## config.mk

```make
export PLATFORM = sky130hd
export DESIGN_NAME = dtof_hist_builder_pp
export DESIGN_NICKNAME = d
export VERILOG_FILES = /design/src/rtl/dtof_hist_builder_pp.sv
export SDC_FILE = /design/constraint.sdc
export NUM_CORES = 1
export LEC_CHECK = 0
export CAP_MARGIN = 25
export CELL_PAD_IN_SITES_DETAIL_PLACEMENT = 0
export CELL_PAD_IN_SITES_GLOBAL_PLACEMENT = 1
export CORE_MARGIN = 3
export CORE_UTILIZATION = 30
export DETAILED_ROUTE_END_ITERATION = 6
export GPL_ROUTABILITY_DRIVEN = 0
export PLACE_DENSITY = 0.46
export REMOVE_ABC_BUFFERS = 1
export SLEW_MARGIN = 25
export SYNTH_ARGS = -nofsm -noshare
export SYNTH_HDL_FRONTEND = slang
export SYNTH_SLANG_ARGS = --single-unit
```

## constraint.sdc

```tcl
create_clock -name clk -period 2.65 [get_ports clk]
set_clock_uncertainty 0.05 [all_clocks]
set_input_delay 0.53 -clock clk [delete_from_list [all_inputs] [get_ports clk]]
set_output_delay 0.53 -clock clk [all_outputs]
set_load 0.005 [all_outputs]
```

## src/rtl/dtof_hist_builder_pp.sv

```systemverilog
// rtl/dtof_hist_builder_pp.sv - ping-pong per-pixel dToF histogram builder
// Saturating RMW accumulation into the active bank; the finished bank is served on rd_addr/rd_data.
module dtof_hist_builder_pp #(
    parameter int NB        = 4,
    parameter int BIN_W     = 8,
    parameter int DATA_NUM  = 3,
    parameter int PIXEL_NUM = 2,
    parameter int ACQ_NUM   = 2,
    parameter int PW        = (PIXEL_NUM > 1) ? $clog2(PIXEL_NUM) : 1
) (
    input  logic             clk,
    input  logic             res,
    input  logic             wr_en,
    input  logic [NB-1:0]    addr,
    output logic             ready,
    input  logic [PW+NB-1:0] rd_addr,
    output logic [BIN_W-1:0] rd_data,
    output logic [PW-1:0]    pixel_idx,
    output logic             his_num,
    output logic             acq_done,
    output logic             sat_flag,
    output logic             drop_flag
);
    localparam int AW    = PW + NB;
    localparam int DEPTH = 2 ** AW;
    localparam int IW    = (DATA_NUM > 1) ? $clog2(DATA_NUM) : 1;
    localparam int QW    = (ACQ_NUM > 1) ? $clog2(ACQ_NUM) : 1;
    localparam logic [AW-1:0]    CLR_LAST = AW'(PIXEL_NUM * (2 ** NB) - 1);
    localparam logic [IW-1:0]    IN_LAST  = IW'(DATA_NUM - 1);
    localparam logic [PW-1:0]    PIX_LAST = PW'(PIXEL_NUM - 1);
    localparam logic [QW-1:0]    ACQ_LAST = QW'(ACQ_NUM - 1);
    localparam logic [BIN_W-1:0] BIN_MAX  = '1;

    typedef enum logic {S_CLEAR, S_ACCUM} state_t;
    state_t r_state, w_state_nxt;

    logic [BIN_W-1:0] r_bank0 [DEPTH];
    logic [BIN_W-1:0] r_bank1 [DEPTH];

    logic [AW-1:0]    r_clr_cnt;
    logic             r_clr_both;
    logic [IW-1:0]    r_in_cnt;
    logic [PW-1:0]    r_pix;
    logic [QW-1:0]    r_acq;
    logic             r_his;
    logic             r_wb_valid;
    logic [AW-1:0]    r_wb_addr;
    logic             r_wb_bank;
    logic [BIN_W-1:0] r_wb_data;
    logic             r_sat_int;
    logic             r_sat_flag;
    logic             r_drop;
    logic             r_acq_done;
    logic [BIN_W-1:0] r_rd_data;

    logic             w_clear, w_accept, w_last_in, w_last_pix, w_swap, w_clr_last;
    logic             w_wb_sat, w_fwd;
    logic [AW-1:0]    w_acc_addr;
    logic [BIN_W-1:0] w_inc, w_rd_acc;

    always_comb begin
        w_clear    = (r_state == S_CLEAR);
        w_accept   = wr_en & ~w_clear;
        w_acc_addr = {r_pix, addr};
        w_last_in  = (r_in_cnt == IN_LAST);
        w_last_pix = (r_pix == PIX_LAST);
        w_swap     = w_accept & w_last_in & w_last_pix & (r_acq == ACQ_LAST);
        w_clr_last = w_clear & (r_clr_cnt == CLR_LAST);
        w_inc      = (r_wb_data == BIN_MAX) ? r_wb_data : r_wb_data + BIN_W'(1);
        w_wb_sat   = r_wb_valid & (w_inc == BIN_MAX);
        // The bin being written this cycle is stale in RAM; take the in-flight value instead.
        w_fwd      = r_wb_valid & (r_wb_addr == w_acc_addr) & (r_wb_bank == r_his);
        w_rd_acc   = r_his ? r_bank1[w_acc_addr] : r_bank0[w_acc_addr];
    end

    always_comb begin
        w_state_nxt = r_state;
        case (r_state)
            S_CLEAR: if (w_clr_last) w_state_nxt = S_ACCUM;
            S_ACCUM: if (w_swap)     w_state_nxt = S_CLEAR;
            default: w_state_nxt = S_CLEAR;
        endcase
    end

    always_ff @(posedge clk or posedge res) begin
        if (res) r_state <= S_CLEAR;
        else     r_state <= w_state_nxt;
    end

    // Clear after a swap touches only the new active bank; the final write lands in the old one.
    always_ff @(posedge clk) begin
        if (w_clear & (r_clr_both | ~r_his))   r_bank0[r_clr_cnt] <= '0;
        else if (r_wb_valid & ~r_wb_bank)      r_bank0[r_wb_addr] <= w_inc;
        if (w_clear & (r_clr_both | r_his))    r_bank1[r_clr_cnt] <= '0;
        else if (r_wb_valid & r_wb_bank)       r_bank1[r_wb_addr] <= w_inc;
    end

    always_ff @(posedge clk or posedge res) begin
        if (res) begin
            r_clr_cnt  <= '0;
            r_clr_both <= 1'b1;
            r_in_cnt   <= '0;
            r_pix      <= '0;
            r_acq      <= '0;
            r_his      <= 1'b0;
            r_wb_valid <= 1'b0;
            r_wb_addr  <= '0;
            r_wb_bank  <= 1'b0;
            r_wb_data  <= '0;
            r_sat_int  <= 1'b0;
            r_sat_flag <= 1'b0;
            r_drop     <= 1'b0;
            r_acq_done <= 1'b0;
            r_rd_data  <= '0;
        end else begin
            if (w_clear) begin
                r_clr_cnt <= w_clr_last ? '0 : r_clr_cnt + AW'(1);
                if (w_clr_last) r_clr_both <= 1'b0;
            end
            r_wb_valid <= w_accept;
            if (w_accept) begin
                r_wb_addr <= w_acc_addr;
                r_wb_bank <= r_his;
                r_wb_data <= w_fwd ? w_inc : w_rd_acc;
                if (w_last_in) begin
                    r_in_cnt <= '0;
                    if (w_last_pix) begin
                        r_pix <= '0;
                        r_acq <= (r_acq == ACQ_LAST) ? '0 : r_acq + QW'(1);
                    end else begin
                        r_pix <= r_pix + PW'(1);
                    end
                end else begin
                    r_in_cnt <= r_in_cnt + IW'(1);
                end
            end
            if (wr_en & w_clear) r_drop <= 1'b1;
            r_acq_done <= w_swap;
            if (w_swap) r_his <= ~r_his;
            // A saturating write that trails the swap belongs to the finished bank.
            if (w_swap) begin
                r_sat_flag <= r_sat_int | w_wb_sat;
                r_sat_int  <= 1'b0;
            end else if (w_wb_sat) begin
                if (r_wb_bank == r_his) r_sat_int  <= 1'b1;
                else                    r_sat_flag <= 1'b1;
            end
            r_rd_data <= r_clr_both ? '0 : (r_his ? r_bank0[rd_addr] : r_bank1[rd_addr]);
        end
    end

    assign ready     = (r_state == S_ACCUM);
    assign rd_data   = r_rd_data;
    assign pixel_idx = r_pix;
    assign his_num   = r_his;
    assign acq_done  = r_acq_done;
    assign sat_flag  = r_sat_flag;
    assign drop_flag = r_drop;
endmodule

```

==> out/results.txt <==
total wire length - 89,600 um
top cells by area, synth - edfxtp_1 59%, mux4_2 24%, dfrtp_1 3.6%
non-filler cells in the finished layout - 2,888
Startpoint Class - flop
critical path class - reg2reg
Total Power - 27.2 mW
port bufs - 25
Max Freq - 390 MHz
Clock Path Buffers - 3
routed len/inst - 31.0 um
Via density - 5.34
Multi-input gate area - 9450 sq um
unrepaired setup endpoints after global routing - true
Hold WS - 0.349 ns
share of cells above drive strength 1 - 0.427
remaining antenna violation count - 0
clock sinks - 551
DRC - 0
critical-path cell list - mux4_1 > nor2b_1 > a211oi_1 > buf_4 > a211oi_1 > nor3_1 > buf_4 > o21ai_0
grt ovf - 0
CP arrival - 3.00 ns
routed vias - 15.4k
# IOs - 26
reg2reg setup slack - 0.09 ns
DRT iter0 DRCs - 1,268
most common cell after layout, fill and taps aside - edfxtp_1
Final #Nets - 1,709
TNS Setup - 0 ns
Worst-Margin Slew - 0.740 ns
DRT met1 WL - 39,100 um
most frequent cells in the layout - 512 x edfxtp_1, 275 x mux4_2, 253 x buf_4
vias in the first global route - 16.3k
Syn Inst Count - 1,400
Root Driver - clkbuf_16
number of flops mapped to enable cells by yosys - 512
DP HPWL - 63,900 um
CP Max Fanout - 2
CTS Hold Buffers Added - 0
diode count - 0
Worst EP required - 3.09 ns
Final Hold Fails - 0
Initial Util - 0.305
CP max stage cell - nor3_1
CTS Buf Count - 66
class of the worst hold path - in2reg
outcome - completed
pin count of the biggest net entering global routing - 40
min cycle time layout - 2.56 ns
Final setup viols - 0
Crit path buffers/inverters - 2
WL met2 - 44,400 um
Cell variety after synth - 55
TritonCTS clock tree - done
CTS H-tree depth - 3
Total GRT Usage - 0.199
Die W - 302 um
uppermost layer routed - met4
die area - 90,900 sq um
first-pass GRT wire length - 127,000 um
normalized max-slew margin - 0.494
Critical Path End Type - flop
Main synth FF type - edfxtp_1
asr flop ratio synth - 0.0708
Die Ht - 302 um
Max-Cap Viols - 0
placed cell count - 2,768
#FFs+latches synth - 551
Worst-path clk slew - 0.07 ns
Pins Over Slew Limit - 0
crit share post-route - 0.968
area leader, netlist - edfxtp_1
FF+latch area - 16,400 sq um
Avg Inst Size Synth - 18.7 sq um
Yosys warnings - 0
core area - 85,900 sq um
routed wl met3 - 4300 um
cell area after synthesis - 26,200 sq um
max incr delay on CP - 0.55 ns
Synth top area share - 0.587
CP top delay family - simple AND/OR/NAND/NOR gates
P_leak - 11.1 nW
final worst setup slack - 0.0858 ns
initial antenna violation count - 0
maximum VDD drop - 0.442 mV
P per Cell Area - 832 nW/um^2
post-synthesis sequential area ratio - 0.624
Area Growth Syn to Fin - 24.6%
DRT Pass-1 Iters - 6
Filler Cell Count - 7,959
Place WS - -0.446 ns
clock latency at the later pin of the worst-skew pair - 0.61 ns
# rows - 107
worst paths after layout:
| path | endpoint | startpoint | cells past startpoint |
|---|---|---|---|
| setup reg to reg | r_wb_data[7] | r_bank1[2][7] | 8 |
| hold reg to reg | drop_flag | drop_flag | 1 |
| min in group asynchronous | r_wb_data[1] | res | 3 |
| max in group asynchronous | r_clr_both | res | 3 |
| hold / removal | r_wb_addr[1] | addr[1] | 4 |
| setup / recovery | r_wb_data[7] | r_bank1[2][7] | 8 |
registers in the layout, summed over array words and instances, names as in the netlist, 2 cells and up:
register   count
r_bank0      256
r_bank1      256
r_wb_data      8
rd_data        8
r_clr_cnt      5
r_wb_addr      5
r_in_cnt       2
layout make-up:
type | count | share of cell area
sequential | 551 | 0.501
tap | 1144 | 0.0438
clock buffer | 77 | 0.0525
inverter | 13 | 0.00149
clock inverter | 41 | 0.0152
timing repair buffer | 328 | 0.0967
multi-input combinational | 734 | 0.289
worst reg2reg max path, stage by stage (launching register included):
cell and delay, ns:
edfxtp_1 0.41, mux4_1 0.53, nor2b_1 0.16, a211oi_1 0.25, buf_4 0.16, a211oi_1 0.04, nor3_1 0.55, buf_4 0.22
o21ai_0 0.08
report_power, final:
group	total, mW	internal, mW	switching, mW
Combinational	6.68	2.70	3.97
Sequential	11.2	10.7	0.492
Clock	9.31	5.55	3.76
Total	27.2	18.9	8.22
cell families (layout without fill, tap and decap cells):
| family | Yosys count | after routing | share of synthesized area |
|---|---|---|---|
| flip-flops | 551 | 551 | 0.624 |
| multiplexers | 359 | 359 | 0.280 |
| AND/OR/NAND/NOR | 249 | 249 | 0.0428 |
| buffers and inverters | 115 | 459 | 0.0209 |
| AO/OA/AOI/OAI | 112 | 112 | 0.0277 |
| XOR/XNOR | 11 | 11 | 0.00368 |
| adder cells (fa/ha/maj) | 3 | 3 | 0.00143 |
synth_stat cells, types with 4 or more instances:
master,count
a211oi_1,10
a21oi_1,16
a31oi_1,11
a41oi_1,5
buf_1,12
buf_2,32
buf_4,6
buf_6,4
clkbuf_1,46
dfrtp_1,38
edfxtp_1,512
inv_1,11
mux2_2,13
mux2i_1,54
mux4_1,17
mux4_2,275
nand2_1,68
nand2b_1,12
nand3_1,12
nand4_1,7
nor2_1,105
nor2b_1,10
nor3_1,9
nor3b_1,4
o211ai_1,6
o21ai_0,25
o22ai_1,16
or2_2,7
xnor2_1,9
per-stage QoR:
step           area (sq um)  utilization
5_1_grt               32700        0.380
4_1_cts               32600        0.379
2_1_floorplan         25700            -
3_3_place_gp          30300        0.352
3_5_place_dp          30300        0.353
6_report              32700        0.380
layer usage:
| layer | up-vias | global-route usage |
|---|---|---|
| li1 | 6513 | - |
| met1 | 8371 | 0.273 |
| met2 | 444 | 0.335 |
| met3 | 105 | 0.0292 |
| met4 | 0 | 0.0488 |
| met5 | - | 0 |
timing repair:
action / 4_1_cts / 5_1_grt
gates cloned: 0 / 1
setup endpoints to repair: 274 / 297
endpoints found under the hold margin: 0 / 0
setup buffers: 0 / 1
gates resized for setup: 16 / 14
Power figures use the tool's default switching activity.
